==> src/rtl/comp_mult_pkg.sv <==
// Shared types for the complex-multiplier scheduler: requester tag, FSM states, multiplier latency.
package comp_mult_pkg;

  localparam int CMULT_LATENCY = 4;
  localparam int MAX_REQ       = 8;

  typedef logic [$clog2(MAX_REQ)-1:0] req_id_t;

  typedef enum logic {
    ST_IDLE,
    ST_LOCK
  } sched_st_t;

  typedef struct packed {
    logic    vld;
    req_id_t id;
    logic    last;
  } tag_t;

endpackage

==> src/rtl/rr_arbiter.sv <==
// Round-robin pick: first asserted request at or after ptr, wrapping; one-hot grant plus encoded ID.
// Purely combinational, no state.
module rr_arbiter
  import comp_mult_pkg::*;
#(
  parameter int NUM_REQ  = 4,
  parameter int ID_WIDTH = $clog2(NUM_REQ)
) (
  input  logic [NUM_REQ-1:0]  req,
  input  logic [ID_WIDTH-1:0] ptr,
  output logic [NUM_REQ-1:0]  gnt,
  output logic [ID_WIDTH-1:0] gnt_id,
  output logic                gnt_vld
);

  always_comb begin
    gnt     = '0;
    gnt_id  = '0;
    gnt_vld = 1'b0;
    for (int i = 0; i < NUM_REQ; i++) begin
      if (!gnt_vld && req[(int'(ptr) + i) % NUM_REQ]) begin
        gnt_vld = 1'b1;
        gnt_id  = ID_WIDTH'((int'(ptr) + i) % NUM_REQ);
      end
    end
    if (gnt_vld) gnt[gnt_id] = 1'b1;
  end

endmodule

==> src/rtl/comp_mult_sched.sv <==
// Shares one pipelined complex multiplier among NUM_REQ requesters; transfer -> o_rsp_valid in MULT_LATENCY+2 cycles.
// Requesters are held off via one-hot o_req_ready; multiplier and responses have no backpressure.
// Optional CMULT_SCHED_STATS_EN adds o_grant_cnt: saturating 16-bit per-requester grant counters.
module comp_mult_sched
  import comp_mult_pkg::*;
#(
  parameter int NUM_REQ      = 4,
  parameter int IN_WIDTH_I   = 18,
  parameter int IN_WIDTH_II  = 18,
  parameter int OUT_WIDTH    = 18,
  parameter int MULT_LATENCY = CMULT_LATENCY,
  parameter int ID_WIDTH     = $clog2(NUM_REQ)
) (
  input  logic                            i_clk,
  input  logic                            i_rst_n,
  input  logic [NUM_REQ-1:0]              i_req_valid,
  input  logic [NUM_REQ-1:0]              i_req_last,
  input  logic [NUM_REQ*IN_WIDTH_I-1:0]   i_req_a,
  input  logic [NUM_REQ*IN_WIDTH_I-1:0]   i_req_b,
  input  logic [NUM_REQ*IN_WIDTH_II-1:0]  i_req_c,
  input  logic [NUM_REQ*IN_WIDTH_II-1:0]  i_req_d,
  output logic [NUM_REQ-1:0]              o_req_ready,
  output logic [IN_WIDTH_I-1:0]           o_mult_a,
  output logic [IN_WIDTH_I-1:0]           o_mult_b,
  output logic [IN_WIDTH_II-1:0]          o_mult_c,
  output logic [IN_WIDTH_II-1:0]          o_mult_d,
  output logic                            o_mult_valid,
  input  logic [OUT_WIDTH-1:0]            i_mult_r,
  input  logic [OUT_WIDTH-1:0]            i_mult_im,
  input  logic                            i_mult_valid,
  output logic [NUM_REQ-1:0]              o_rsp_valid,
  output logic [OUT_WIDTH-1:0]            o_rsp_r,
  output logic [OUT_WIDTH-1:0]            o_rsp_im,
  output logic                            o_rsp_last,
  output logic                            o_err_sync
`ifdef CMULT_SCHED_STATS_EN
  ,
  output logic [NUM_REQ*16-1:0]           o_grant_cnt
`endif
);

  sched_st_t           st_q, st_d;
  logic [ID_WIDTH-1:0] lock_id_q, lock_id_d;
  logic [ID_WIDTH-1:0] rr_ptr_q, rr_ptr_d;
  logic [NUM_REQ-1:0]  arb_gnt;
  logic [ID_WIDTH-1:0] arb_id;
  logic                arb_vld;
  logic                xfer;
  logic [ID_WIDTH-1:0] xfer_id;
  logic                xfer_last;

  tag_t                iss_tag_q;
  tag_t                tag_q [MULT_LATENCY];
  tag_t                tag_out;
  logic                rsp_hit;
  logic [NUM_REQ-1:0]  rsp_onehot;

  rr_arbiter #(
    .NUM_REQ (NUM_REQ),
    .ID_WIDTH(ID_WIDTH)
  ) u_arb (
    .req    (i_req_valid),
    .ptr    (rr_ptr_q),
    .gnt    (arb_gnt),
    .gnt_id (arb_id),
    .gnt_vld(arb_vld)
  );

  always_comb begin
    st_d        = st_q;
    lock_id_d   = lock_id_q;
    rr_ptr_d    = rr_ptr_q;
    o_req_ready = '0;
    xfer_id     = arb_id;
    case (st_q)
      ST_IDLE: begin
        o_req_ready = arb_vld ? arb_gnt : '0;
        xfer_id     = arb_id;
      end
      ST_LOCK: begin
        // Ready stays on the locked requester even while it idles, so bubbles block everyone else.
        o_req_ready[lock_id_q] = 1'b1;
        xfer_id                = lock_id_q;
      end
      default: begin
        st_d = ST_IDLE;
      end
    endcase
    xfer      = |(i_req_valid & o_req_ready);
    xfer_last = i_req_last[xfer_id];
    if (xfer) begin
      if (xfer_last) begin
        st_d     = ST_IDLE;
        rr_ptr_d = (xfer_id == ID_WIDTH'(NUM_REQ - 1)) ? '0 : xfer_id + 1'b1;
      end else begin
        st_d      = ST_LOCK;
        lock_id_d = xfer_id;
      end
    end
  end

  always_ff @(posedge i_clk or negedge i_rst_n) begin
    if (!i_rst_n) begin
      st_q      <= ST_IDLE;
      lock_id_q <= '0;
      rr_ptr_q  <= '0;
    end else begin
      st_q      <= st_d;
      lock_id_q <= lock_id_d;
      rr_ptr_q  <= rr_ptr_d;
    end
  end

  always_ff @(posedge i_clk or negedge i_rst_n) begin
    if (!i_rst_n) begin
      o_mult_a  <= '0;
      o_mult_b  <= '0;
      o_mult_c  <= '0;
      o_mult_d  <= '0;
      iss_tag_q <= '0;
    end else begin
      iss_tag_q <= '{vld: xfer, id: req_id_t'(xfer_id), last: xfer_last};
      if (xfer) begin
        o_mult_a <= i_req_a[xfer_id*IN_WIDTH_I +: IN_WIDTH_I];
        o_mult_b <= i_req_b[xfer_id*IN_WIDTH_I +: IN_WIDTH_I];
        o_mult_c <= i_req_c[xfer_id*IN_WIDTH_II +: IN_WIDTH_II];
        o_mult_d <= i_req_d[xfer_id*IN_WIDTH_II +: IN_WIDTH_II];
      end
    end
  end

  assign o_mult_valid = iss_tag_q.vld;

  // Tag enters alongside the operand strobe; its last stage lines up with the multiplier result.
  always_ff @(posedge i_clk or negedge i_rst_n) begin
    if (!i_rst_n) begin
      for (int k = 0; k < MULT_LATENCY; k++) tag_q[k] <= '0;
    end else begin
      tag_q[0] <= iss_tag_q;
      for (int k = 1; k < MULT_LATENCY; k++) tag_q[k] <= tag_q[k-1];
    end
  end

  assign tag_out = tag_q[MULT_LATENCY-1];
  assign rsp_hit = tag_out.vld & i_mult_valid;

  always_comb begin
    rsp_onehot = '0;
    rsp_onehot[tag_out.id[ID_WIDTH-1:0]] = 1'b1;
  end

  always_ff @(posedge i_clk or negedge i_rst_n) begin
    if (!i_rst_n) begin
      o_rsp_valid <= '0;
      o_rsp_r     <= '0;
      o_rsp_im    <= '0;
      o_rsp_last  <= 1'b0;
      o_err_sync  <= 1'b0;
    end else begin
      o_rsp_valid <= rsp_hit ? rsp_onehot : '0;
      if (rsp_hit) begin
        o_rsp_r    <= i_mult_r;
        o_rsp_im   <= i_mult_im;
        o_rsp_last <= tag_out.last;
      end
      if (tag_out.vld != i_mult_valid) o_err_sync <= 1'b1;
    end
  end

`ifdef CMULT_SCHED_STATS_EN
  always_ff @(posedge i_clk or negedge i_rst_n) begin
    if (!i_rst_n) begin
      o_grant_cnt <= '0;
    end else begin
      for (int k = 0; k < NUM_REQ; k++) begin
        if (xfer && xfer_id == ID_WIDTH'(k) && o_grant_cnt[k*16 +: 16] != 16'hFFFF)
          o_grant_cnt[k*16 +: 16] <= o_grant_cnt[k*16 +: 16] + 16'd1;
      end
    end
  end
`endif

endmodule

==> config.mk <==
export PLATFORM = sky130hd
export DESIGN_NAME = comp_mult_sched
export DESIGN_NICKNAME = d
export VERILOG_FILES = /design/src/rtl/comp_mult_pkg.sv /design/src/rtl/rr_arbiter.sv /design/src/rtl/comp_mult_sched.sv
export SDC_FILE = /design/constraint.sdc
export NUM_CORES = 1
export LEC_CHECK = 0
export ABC_AREA = 1
export BUFFER_PORTS_ARGS = -buffer_cell sky130_fd_sc_hd__buf_2
export CORE_AREA = 5 5 172 174
export DETAILED_ROUTE_END_ITERATION = 8
export DIE_AREA = 0 0 177 179
export GPL_TIMING_DRIVEN = 1
export PLACE_DENSITY_LB_ADDON = 0.3
export SYNTH_ARGS = -nofsm -noshare
export SYNTH_HDL_FRONTEND = slang
export SYNTH_SLANG_ARGS = --single-unit
export TNS_END_PERCENT = 10
==> constraint.sdc <==
create_clock -name i_clk -period 2.7 [get_ports i_clk]
set_clock_uncertainty 0.05 [all_clocks]
set_input_delay 0.54 -clock i_clk [delete_from_list [all_inputs] [get_ports i_clk]]
set_output_delay 0.54 -clock i_clk [all_outputs]
set_load 0.1 [all_outputs]
==> metrics.csv, run 1 <==
metric,value,unit
first-pass GRT wire length,48600,um
number of hold violations in the final report,0,
vias per cell,4.75,
fin worst setup slack,-0.0649,ns
Total Neg Setup Slack,-0.177,ns
Yosys reg bits,139,
Tightest Hold Check Type,input port to flop,
ys async rst share,1.00,
Final period util,1.02,
initial core utilization,0.296,
area grow syn2layout,45.0,%
gr ovfl total,0,
violated checks,negative setup slack,
"most used cell, CP",nand2_2,
Initial DRC Count,540,
I/O pin count,454,
area occupied by multi-input gates,4040,um2
clock edge transition at the registers on the reported setup and hold paths,0.07,ns
num rows,61,
cell area after synthesis,8180,um2
Post-Layout Cell Count,1932,
syn avg cell area,7.36,um2
# nets final,1878,
drt pass-1 iters,5,
Max transition margin,0.635,
largest net degree at the start of global routing,80,
Final Core Density,0.430,
dpl hpwl,24200,um
placed insts,1889,
Tmin final,2.76,ns
RePlAce Congestion,0.910,
Clock Tree Buf Depth,2,
CP startpoint kind,flop,
initial antenna violation count,2,
Max Freq,362,MHz
Die Y,179,um
post-synth cell types,30,
status,"finished, violations left",
Max Fanout on Critical Path,7,
gr usage total,0.193,
Die Wd,177,um
YS warnings,0,
"Largest stage delay, worst path",0.48,ns
layout cells sized above 1,0.399,
ANT nets after route,0,
Setup Viol. Count Final,4,
die area,31700,um2
core footprint,27600,um2
Max Cap Viol,0,
Mapped Nets,1449,
IO Port Bufs,453,
DRC,0,
Synth Instances,1112,
Setup WS pre-CTS,-0.0511,ns
WL final,33200,um
total CTS buffers,17,
RSZ-0062 raised after global routing,true,
Crit. End Element,output port,
CTS tree,done,
via count,9171,
vias in the first global route,8965,
clk sinks,139,
Worst EP required,2.11,ns
WL/cell,17.2,um
actual slew at the worst max-slew pin,0.552,ns
FF+latch area,3480,um2
"Seq/Total Area, Yosys",0.425,
"EDFF count, synth",0,
ys flop type,dfrtp_1,
worst skew pair latency,0.41,ns
diode count,0,
root buffer cell,clkbuf_16,
worst path cell trace,buf_6 -> nand2_2 -> nand2_2 -> nand2_2 -> nand2_2 -> nor2_4 -> nand3_2 -> nand2_2 -> nand3_4 -> o21ai_4 -> buf_12,
CTS HTree Levels,4,
WP data arrival,2.17,ns
crit path kind,flop to output port,
Worst path slowest cell,dfrtp_2,
# fillers,2887,
count of pins over their slew limit,0,
## final timing paths
kind	startpoint	to	slack [ns]	cells after the start
setup / recovery	rr_ptr_q[0]$_DFFE_PN0P_	o_req_ready[3]	-0.06	11
hold / removal	i_mult_im[8]	o_rsp_im[8]$_DFFE_PN0P_	0.28	3
setup reg to reg	rr_ptr_q[0]$_DFFE_PN0P_	rr_ptr_q[1]$_DFFE_PN0P_	0.08	17
hold reg to reg	tag_q[7]$_DFF_PN0_	tag_out[2]$_DFF_PN0_	0.29	0
max in group asynchronous	i_rst_n	o_mult_a[10]$_DFFE_PN0P_	1.37	3
min in group asynchronous	i_rst_n	o_rsp_r[9]$_DFFE_PN0P_	0.56	2
## critical path: cells and delay by family, from the launching register on
kind                   cells  cell delay [ns]
buffers and inverters      2             0.35
DFF                        1             0.48
and+or+nand+nor            8             0.69
AOI/OAI and AO/OA          1             0.23
## per-layer routing
metal	up-vias	global-route usage	wire length, um
met4	4	0.0658	797
met3	56	0.0432	2460
li1	4463	-	-
met2	380	0.321	16000
met1	4268	0.249	13900
met5	-	0	21
## flip-flops by register name, summed over array words and instances, names as in the netlist
signal / flops
iss_tag_q: 3
rr_ptr_q: 2
o_mult_d: 18
o_rsp_im: 18
o_err_sync: 1
o_mult_c: 18
st_q: 1
o_rsp_r: 18
lock_id_q: 2
o_rsp_valid: 4
o_mult_a: 18
tag_out: 4
o_rsp_last: 1
o_mult_valid: 1
o_mult_b: 18
tag_q: 12
## cells in the mapped netlist, types with 2 or more instances
master / instances / area [um2]
buf_2: 40 / 200
inv_1: 86 / 323
nor3_1: 4 / 20.0
nor2_1: 76 / 285
inv_2: 5 / 18.8
o211ai_2: 40 / 500
buf_6: 7 / 78.8
nand2_2: 9 / 56.3
o21ai_0: 81 / 405
buf_4: 9 / 67.6
clkbuf_1: 18 / 67.6
buf_8: 2 / 30.0
inv_4: 2 / 12.5
ha_1: 2 / 25.0
o211ai_1: 32 / 240
o21ai_1: 67 / 335
nor2_2: 2 / 12.5
clkbuf_2: 3 / 15.0
nand2_1: 385 / 1450
dfrtp_1: 139 / 3480
nand3_1: 93 / 465
a21oi_1: 2 / 10.0
## layout make-up
class,instances,share of cell area
Multi-Input combinational cell,800,0.340
Sequential cell,139,0.293
Timing Repair Buffer,490,0.246
Tap cell,378,0.0398
Clock buffer,19,0.0373
Inverter,93,0.0305
Clock inverter,13,0.0133
## cell usage in the layout, fill, tap and decap left out, types with 2 or more instances in the layout
cell        instances
buf_12             17
nor3_1              4
buf_4              11
inv_1              84
inv_2               5
nand3_2             6
o21ai_0            79
clkbuf_16          20
dfrtp_1           137
o21ai_4             2
nand2_8             2
nand2_1           367
o211ai_2           40
nor2_1             74
o21ai_1            66
o21ai_2             3
buf_2             448
nor2_2              4
clkinv_4            4
nand3_1            86
o211ai_1           32
buf_16              3
inv_4               3
bufinv_16           2
buf_6               6
clkinvlp_4          3
nand3_4             2
nand2_2            23
ha_1                2
dfrtp_2             2
nand2_4             3
inv_8               2
inv_6               3
## per-stage QoR
stage          hold WS (ns)  instance area, um2
2_1_floorplan         0.194                8200
3_3_place_gp          0.281               10900
3_5_place_dp          0.285               10900
4_1_cts               0.257               11600
5_1_grt               0.273               11900
6_report              0.277               11900
## timing repair
item	in CTS	in global routing
resized for setup	24	32
endpoints found under the hold margin	3	0
pin swaps	16	12
setup endpoints to repair	8	72
hold buffers	1	0
buffers inserted	5	2
cloned	0	4
## cell families (layout without fill, tap and decap cells)
family | count (synthesis) | in the layout | share of synthesized area
buffers and inverters | 173 | 615 | 0.102
DFF | 139 | 139 | 0.425
AOI/OAI and AO/OA | 225 | 225 | 0.186
adders and majority gates | 2 | 2 | 0.00306
and+or+nand+nor | 573 | 573 | 0.284
Power of run 1 is not shown: default switching activity piles up to over one toggle a cycle in this logic, so the estimate is an artifact.
==> run 2, diff against run 1 <==
--- a/config.mk
+++ b/config.mk
@@ -12,6 +12,7 @@
 export DIE_AREA = 0 0 177 179
 export GPL_TIMING_DRIVEN = 1
 export PLACE_DENSITY_LB_ADDON = 0.3
+export REMOVE_ABC_BUFFERS = 1
 export SYNTH_ARGS = -nofsm -noshare
 export SYNTH_HDL_FRONTEND = slang
 export SYNTH_SLANG_ARGS = --single-unit
==> metrics.csv, run 2 (synthesis gave the netlist of run 1 again) <==
metric,value,unit,change
status,"finished, violations left",,unchanged
violated checks,negative setup slack,,unchanged
diode count,0,,unchanged
# nets final,1893,,"was 1,878"
Max transition margin,0.594,,was 0.635
via count,9099,,"was 9,171"
Max Freq,360,MHz,was 362 MHz
most frequent cells in the layout,"448 x buf_2, 372 x nand2_1, 137 x dfrtp_1",,"was 448 x buf_2, 367 x nand2_1, 137 x dfrtp_1"
Final period util,1.03,,was 1.02
Setup Viol. Count Final,3,,was 4
"most used cell, CP",nand2_1,,was nand2_2
layout cells sized above 1,0.398,,was 0.399
clk sinks,139,,unchanged
# fillers,2935,,"was 2,887"
worst skew pair latency,0.41,ns,about the same
count of pins over their slew limit,0,,unchanged
Setup WS pre-CTS,0.0377,ns,was -0.0511 ns
critical path depth,13,,was 11
Worst path slowest cell,dfrtp_2,,unchanged
area grow syn2layout,43.1,%,was 45.0%
WL/cell,16.9,um,was 17.2 um
number of hold violations in the final report,0,,unchanged
WL final,32900,um,"was 33,200 um"
I/O pin count,454,,unchanged
WP data arrival,2.19,ns,was 2.17 ns
dpl hpwl,25600,um,"was 24,200 um"
Worst EP required,2.11,ns,about the same
num rows,61,,unchanged
vias in the first global route,8903,,"was 8,965"
Tightest Hold Check Type,input port to async pin,,was input port to flop
Initial DRC Count,363,,was 540
CTS tree,done,,unchanged
Die Y,179,um,unchanged
Max Cap Viol,0,,unchanged
total CTS buffers,17,,unchanged
CTS HTree Levels,4,,unchanged
Clock Tree Buf Depth,2,,unchanged
vias per cell,4.67,,was 4.75
initial core utilization,0.296,,unchanged
initial antenna violation count,2,,unchanged
Crit. End Element,output port,,unchanged
crit path kind,flop to output port,,unchanged
Post-Layout Cell Count,1947,,"was 1,932"
"Largest stage delay, worst path",0.48,ns,about the same
RePlAce Congestion,0.863,,was 0.910
fin worst setup slack,-0.0763,ns,was -0.0649 ns
gr ovfl total,0,,unchanged
first-pass GRT wire length,49000,um,"was 48,600 um"
Die Wd,177,um,unchanged
"commonest non-fill, non-tap cell in the layout",buf_2,,unchanged
Tmin final,2.78,ns,was 2.76 ns
core footprint,27600,um2,unchanged
gr usage total,0.198,,was 0.193
root buffer cell,clkbuf_16,,unchanged
placed insts,1911,,"was 1,889"
CP top delay family,simple AND/OR/NAND/NOR gates,,unchanged
area occupied by multi-input gates,3960,um2,was 4040 um2
FF+latch area,3480,um2,unchanged
drt pass-1 iters,4,,was 5
ANT nets after route,0,,unchanged
Crit path buffers/inverters,3,,was 2
DRC,0,,unchanged
CP startpoint kind,flop,,unchanged
worst path cell trace,inv_4 -> nand2_1 -> nand2_1 -> nand2_1 -> nand2_1 -> nor2_1 -> nor2_2 -> nand2_2 -> buf_4 -> a21oi_1 -> nand2_1 -> nand2_2 -> buf_12,,was buf_6 -> nand2_2 -> nand2_2 -> nand2_2 -> nand2_2 -> nor2_4 -> nand3_2 -> nand2_2 -> nand3_4 -> o21ai_4 -> buf_12
worst reg-to-reg path cell count,17,,unchanged
clock edge transition at the registers on the reported setup and hold paths,0.07,ns,about the same
IO Port Bufs,453,,unchanged
RSZ-0062 raised after global routing,true,,unchanged
Max Fanout on Critical Path,8,,was 7
largest net degree at the start of global routing,63,,was 80
die area,31700,um2,unchanged
actual slew at the worst max-slew pin,0.609,ns,was 0.552 ns
run 2: cell count changes in the layout (fill, tap and decap cells not counted), moves of 3 or more:
| cell | change |
|---|---|
| nand2_1 | +5 |
| buf_4 | +28 |
| buf_6 | -4 |
| nand2_2 | -3 |
| buf_16 | -3 |
| clkbuf_16 | -3 |
run 2: per-stage QoR:
stage | hold WS, ns | cell area (um2) | utilization | setup TNS (ns)
after CTS | 0.0724 | 11600 | 0.422 | -0.138
after global placement | 0.282 | 11000 | 0.399 | 0
after global routing | 0.0892 | 11700 | 0.424 | -0.714
after floorplan | 0.194 | 7700 | - | -181.61
after detailed placement | 0.285 | 11000 | 0.399 | 0
final | 0.0553 | 11700 | 0.424 | -0.163
run 2: area by class of cell:
cell class | instances | share of cell area
clock buffers | 18 | 0.0375
clock inverters | 14 | 0.0107
inverters | 93 | 0.0304
multi-input cells | 800 | 0.338
flip-flops and latches | 139 | 0.297
well taps | 378 | 0.0404
repair buffers | 505 | 0.246
run 2: worst paths after layout:
kind | to | startpoint | slack [ns]
worst max-delay path | o_req_ready[0] | rr_ptr_q[0]$_DFFE_PN0P_ | -0.08
worst min-delay path | o_rsp_r[7]$_DFFE_PN0P_ | i_rst_n | 0.06
worst max register to register | o_mult_c[0]$_DFFE_PN0P_ | rr_ptr_q[0]$_DFFE_PN0P_ | 0.21
worst min register to register | tag_out[1]$_DFF_PN0_ | tag_q[6]$_DFF_PN0_ | 0.29
max in group asynchronous | tag_out[4]$_DFF_PN0_ | i_rst_n | 1.87
min in group i_clk | o_rsp_im[12]$_DFFE_PN0P_ | i_mult_im[12] | 0.28
run 2: metal layers:
metal | track usage | share of wire | vias up
li1 | - | - | 4494
met1 | 0.243 | 0.40 | 4176
met2 | 0.337 | 0.49 | 370
met3 | 0.0508 | 0.074 | 55
met4 | 0.0729 | 0.032 | 4
met5 | 0 | 0.00070 | -
run 2: repair_timing:
item | in CTS | in global routing
gates resized for setup | 13 | 15
hold buffers | 0 | 0
endpoints found under the setup margin | 4 | 22
pin swaps | 7 | 6
buffers inserted | 2 | 2
run 2: worst register-to-register path, stage by stage, from the launching register on:
cell and delay, ns:
dfrtp_2 0.48, inv_4 0.13, nand2_2 0.07, nand3_2 0.09, nand2_4 0.07, nor2_4 0.17
nand3_2 0.10, nand2_2 0.10, nand2_2 0.07, nand2_2 0.12, nand2_8 0.11, inv_2 0.10
buf_12 0.21, buf_12 0.23, nor2_1 0.05, o21ai_1 0.15, nand2_1 0.07, nand2_1 0.07
Power of run 2 is left out for the same reason.
==> run 3, diff against run 2 <==
--- a/config.mk
+++ b/config.mk
@@ -5,7 +5,6 @@
 export SDC_FILE = /design/constraint.sdc
 export NUM_CORES = 1
 export LEC_CHECK = 0
-export ABC_AREA = 1
 export BUFFER_PORTS_ARGS = -buffer_cell sky130_fd_sc_hd__buf_2
 export CORE_AREA = 5 5 172 174
 export DETAILED_ROUTE_END_ITERATION = 8
==> metrics.csv, run 3 <==
metric,value,unit,change
ANT nets after route,0,,unchanged
WL final,23400,um,"was 32,900 um"
die area,31700,um2,unchanged
num rows,61,,unchanged
YS warnings,0,,unchanged
Setup Viol. Count Final,0,,was 3
Final period util,0.969,,was 1.03
worst skew pair latency,0.41,ns,about the same
Tightest Hold Check Type,input port to async pin,,unchanged
max layer used,met5,,unchanged
Met1 Wirelength,8600,um,"was 13,200 um"
Die Y,179,um,unchanged
total CTS buffers,17,,unchanged
DRC,0,,unchanged
first-pass GRT wire length,35500,um,"was 49,000 um"
Max Freq,382,MHz,was 360 MHz
vias in the first global route,6673,,"was 8,903"
initial core utilization,0.273,,was 0.296
placed cell area,10300,um2,"was 11,000 um2"
CTS HTree Levels,4,,unchanged
Final Cell Area,10900,um2,"was 11,700 um2"
via count,6427,,"was 9,099"
gr ovfl total,0,,unchanged
clock edge transition at the registers on the reported setup and hold paths,0.07,ns,about the same
largest net degree at the start of global routing,90,,was 63
most used standard cell by instance count after synthesis,mux2i_1,,was nand2_1
worst hold slack,0.0684,ns,was 0.0553 ns
vias per cell,4.35,,was 4.67
cell area after synthesis,7550,um2,was 8180 um2
Yosys reg bits,139,,unchanged
"area leader, netlist",dfrtp_1,,unchanged
ys async rst share,1.00,,unchanged
Initial DRC Count,279,,was 363
drt pass-1 iters,6,,was 4
"Seq/Total Area, Yosys",0.460,,was 0.425
Max Fanout on Critical Path,5,,was 8
Worst EP required,2.11,ns,about the same
"commonest non-fill, non-tap cell in the layout",buf_2,,unchanged
WP data arrival,2.03,ns,was 2.19 ns
post-synth cell types,43,,was 30
Tmin final,2.62,ns,was 2.78 ns
IO Port Bufs,453,,unchanged
Max transition margin,0.560,,was 0.594
WL/cell,15.9,um,was 16.9 um
gr usage total,0.140,,was 0.198
core footprint,27600,um2,unchanged
dpl hpwl,18700,um,"was 25,600 um"
"top cells by count, synth","144 x mux2i_1, 139 x dfrtp_1, 109 x mux2_2",,"was 385 x nand2_1, 139 x dfrtp_1, 93 x nand3_1"
most frequent cells in the layout,"448 x buf_2, 144 x mux2i_1, 139 x dfrtp_1",,"was 448 x buf_2, 372 x nand2_1, 137 x dfrtp_1"
Die Wd,177,um,unchanged
RSZ-0062 raised after global routing,true,,unchanged
number of hold violations in the final report,0,,unchanged
fin worst setup slack,0.0833,ns,was -0.0763 ns
root buffer cell,clkbuf_16,,unchanged
share of the synthesized area in the top cell type,0.460,,was 0.425
Crit. End Element,output port,,unchanged
RePlAce Congestion,0.773,,was 0.863
Setup WS pre-CTS,0.0787,ns,was 0.0377 ns
area grow syn2layout,44.9,%,was 43.1%
crit path kind,flop to output port,,unchanged
status,"complete, no violations",,"was finished, violations left"
clk sinks,139,,unchanged
ys flop type,dfrtp_1,,unchanged
count of pins over their slew limit,0,,unchanged
PostCTS Resize Cnt,0,,was 13
syn avg cell area,11.7,um2,was 7.36 um2
"EDFF count, synth",0,,unchanged
actual slew at the worst max-slew pin,0.660,ns,was 0.609 ns
WL met2,12500,um,"was 16,200 um"
hold_buf cts,0,,unchanged
# nets final,1423,,"was 1,893"
I/O pin count,454,,unchanged
Total Neg Setup Slack,0,ns,was -0.163 ns
met3 wire len,2010,um,was 2420 um
Post-CTS Setup Bufs,0,,was 2
Max Cap Viol,0,,unchanged
# fillers,2766,,"was 2,935"
Clock Tree Buf Depth,2,,unchanged
layout cells sized above 1,0.571,,was 0.398
diode count,0,,unchanged
CP startpoint kind,flop,,unchanged
initial antenna violation count,1,,was 2
Synth Instances,647,,"was 1,112"
CTS tree,done,,unchanged
Area contributors post-synth,"dfrtp_1 46%, mux2i_1 19%, mux2_2 16%",,"was dfrtp_1 43%, nand2_1 18%, o211ai_2 6.1%"
run 3: cell type report:
class	instances	area, um2	share of cell area
sequential	139	3480	0.318
clock inverter	15	184	0.0168
multi-input combinational	455	3800	0.347
inverter	4	15.0	0.00137
tap	378	473	0.0432
clock buffer	17	425	0.0389
timing repair buffer	469	2570	0.235
run 3: final timing paths:
check                                        startpoint                       end  slack [ns]  cells past startpoint
worst min register to register       tag_q[6]$_DFF_PN0_      tag_out[1]$_DFF_PN0_        0.29                      0
worst min-delay path                            i_rst_n   o_mult_a[6]$_DFFE_PN0P_        0.07                      1
max in group asynchronous                       i_rst_n  o_mult_a[15]$_DFFE_PN0P_        1.86                      2
worst max-delay path            rr_ptr_q[1]$_DFFE_PN0P_            o_req_ready[3]        0.08                      6
min in group i_clk                   tag_q[6]$_DFF_PN0_      tag_out[1]$_DFF_PN0_        0.29                      0
worst max register to register  rr_ptr_q[1]$_DFFE_PN0P_   o_mult_a[2]$_DFFE_PN0P_        0.19                      7
run 3: logic make-up (layout without fill, tap and decap cells):
group | after synthesis | in the layout | synth area share
AO/OA/AOI/OAI | 94 | 94 | 0.0719
multiplexers | 259 | 259 | 0.367
adder cells (fa/ha/maj) | 2 | 2 | 0.00331
buffers and inverters | 53 | 505 | 0.0412
AND/OR/NAND/NOR | 100 | 100 | 0.0558
flip-flops | 139 | 139 | 0.460
run 3: worst max-delay path: stages, from the launching register on:
cell and delay (ns):
dfrtp_1 0.42, nand2b_4 0.16, a211oi_1 0.23, a21oi_1 0.10
o41ai_2 0.35, buf_4 0.18, buf_12 0.16
run 3: per-layer routing:
metal	global-route usage	vias to the layer above
met4	0.0358	2
met5	0	-
met1	0.158	2953
met3	0.0407	16
met2	0.261	264
li1	-	3192
run 3: metrics by stage:
step | std cells | utilization
final | 1477 | 0.396
after global routing | 1477 | 0.396
after CTS | 1477 | 0.396
after detailed placement | 1445 | 0.374
after global placement | 1445 | 0.374
after floorplan | 598 | -
Power of run 3 is left out for the same reason.
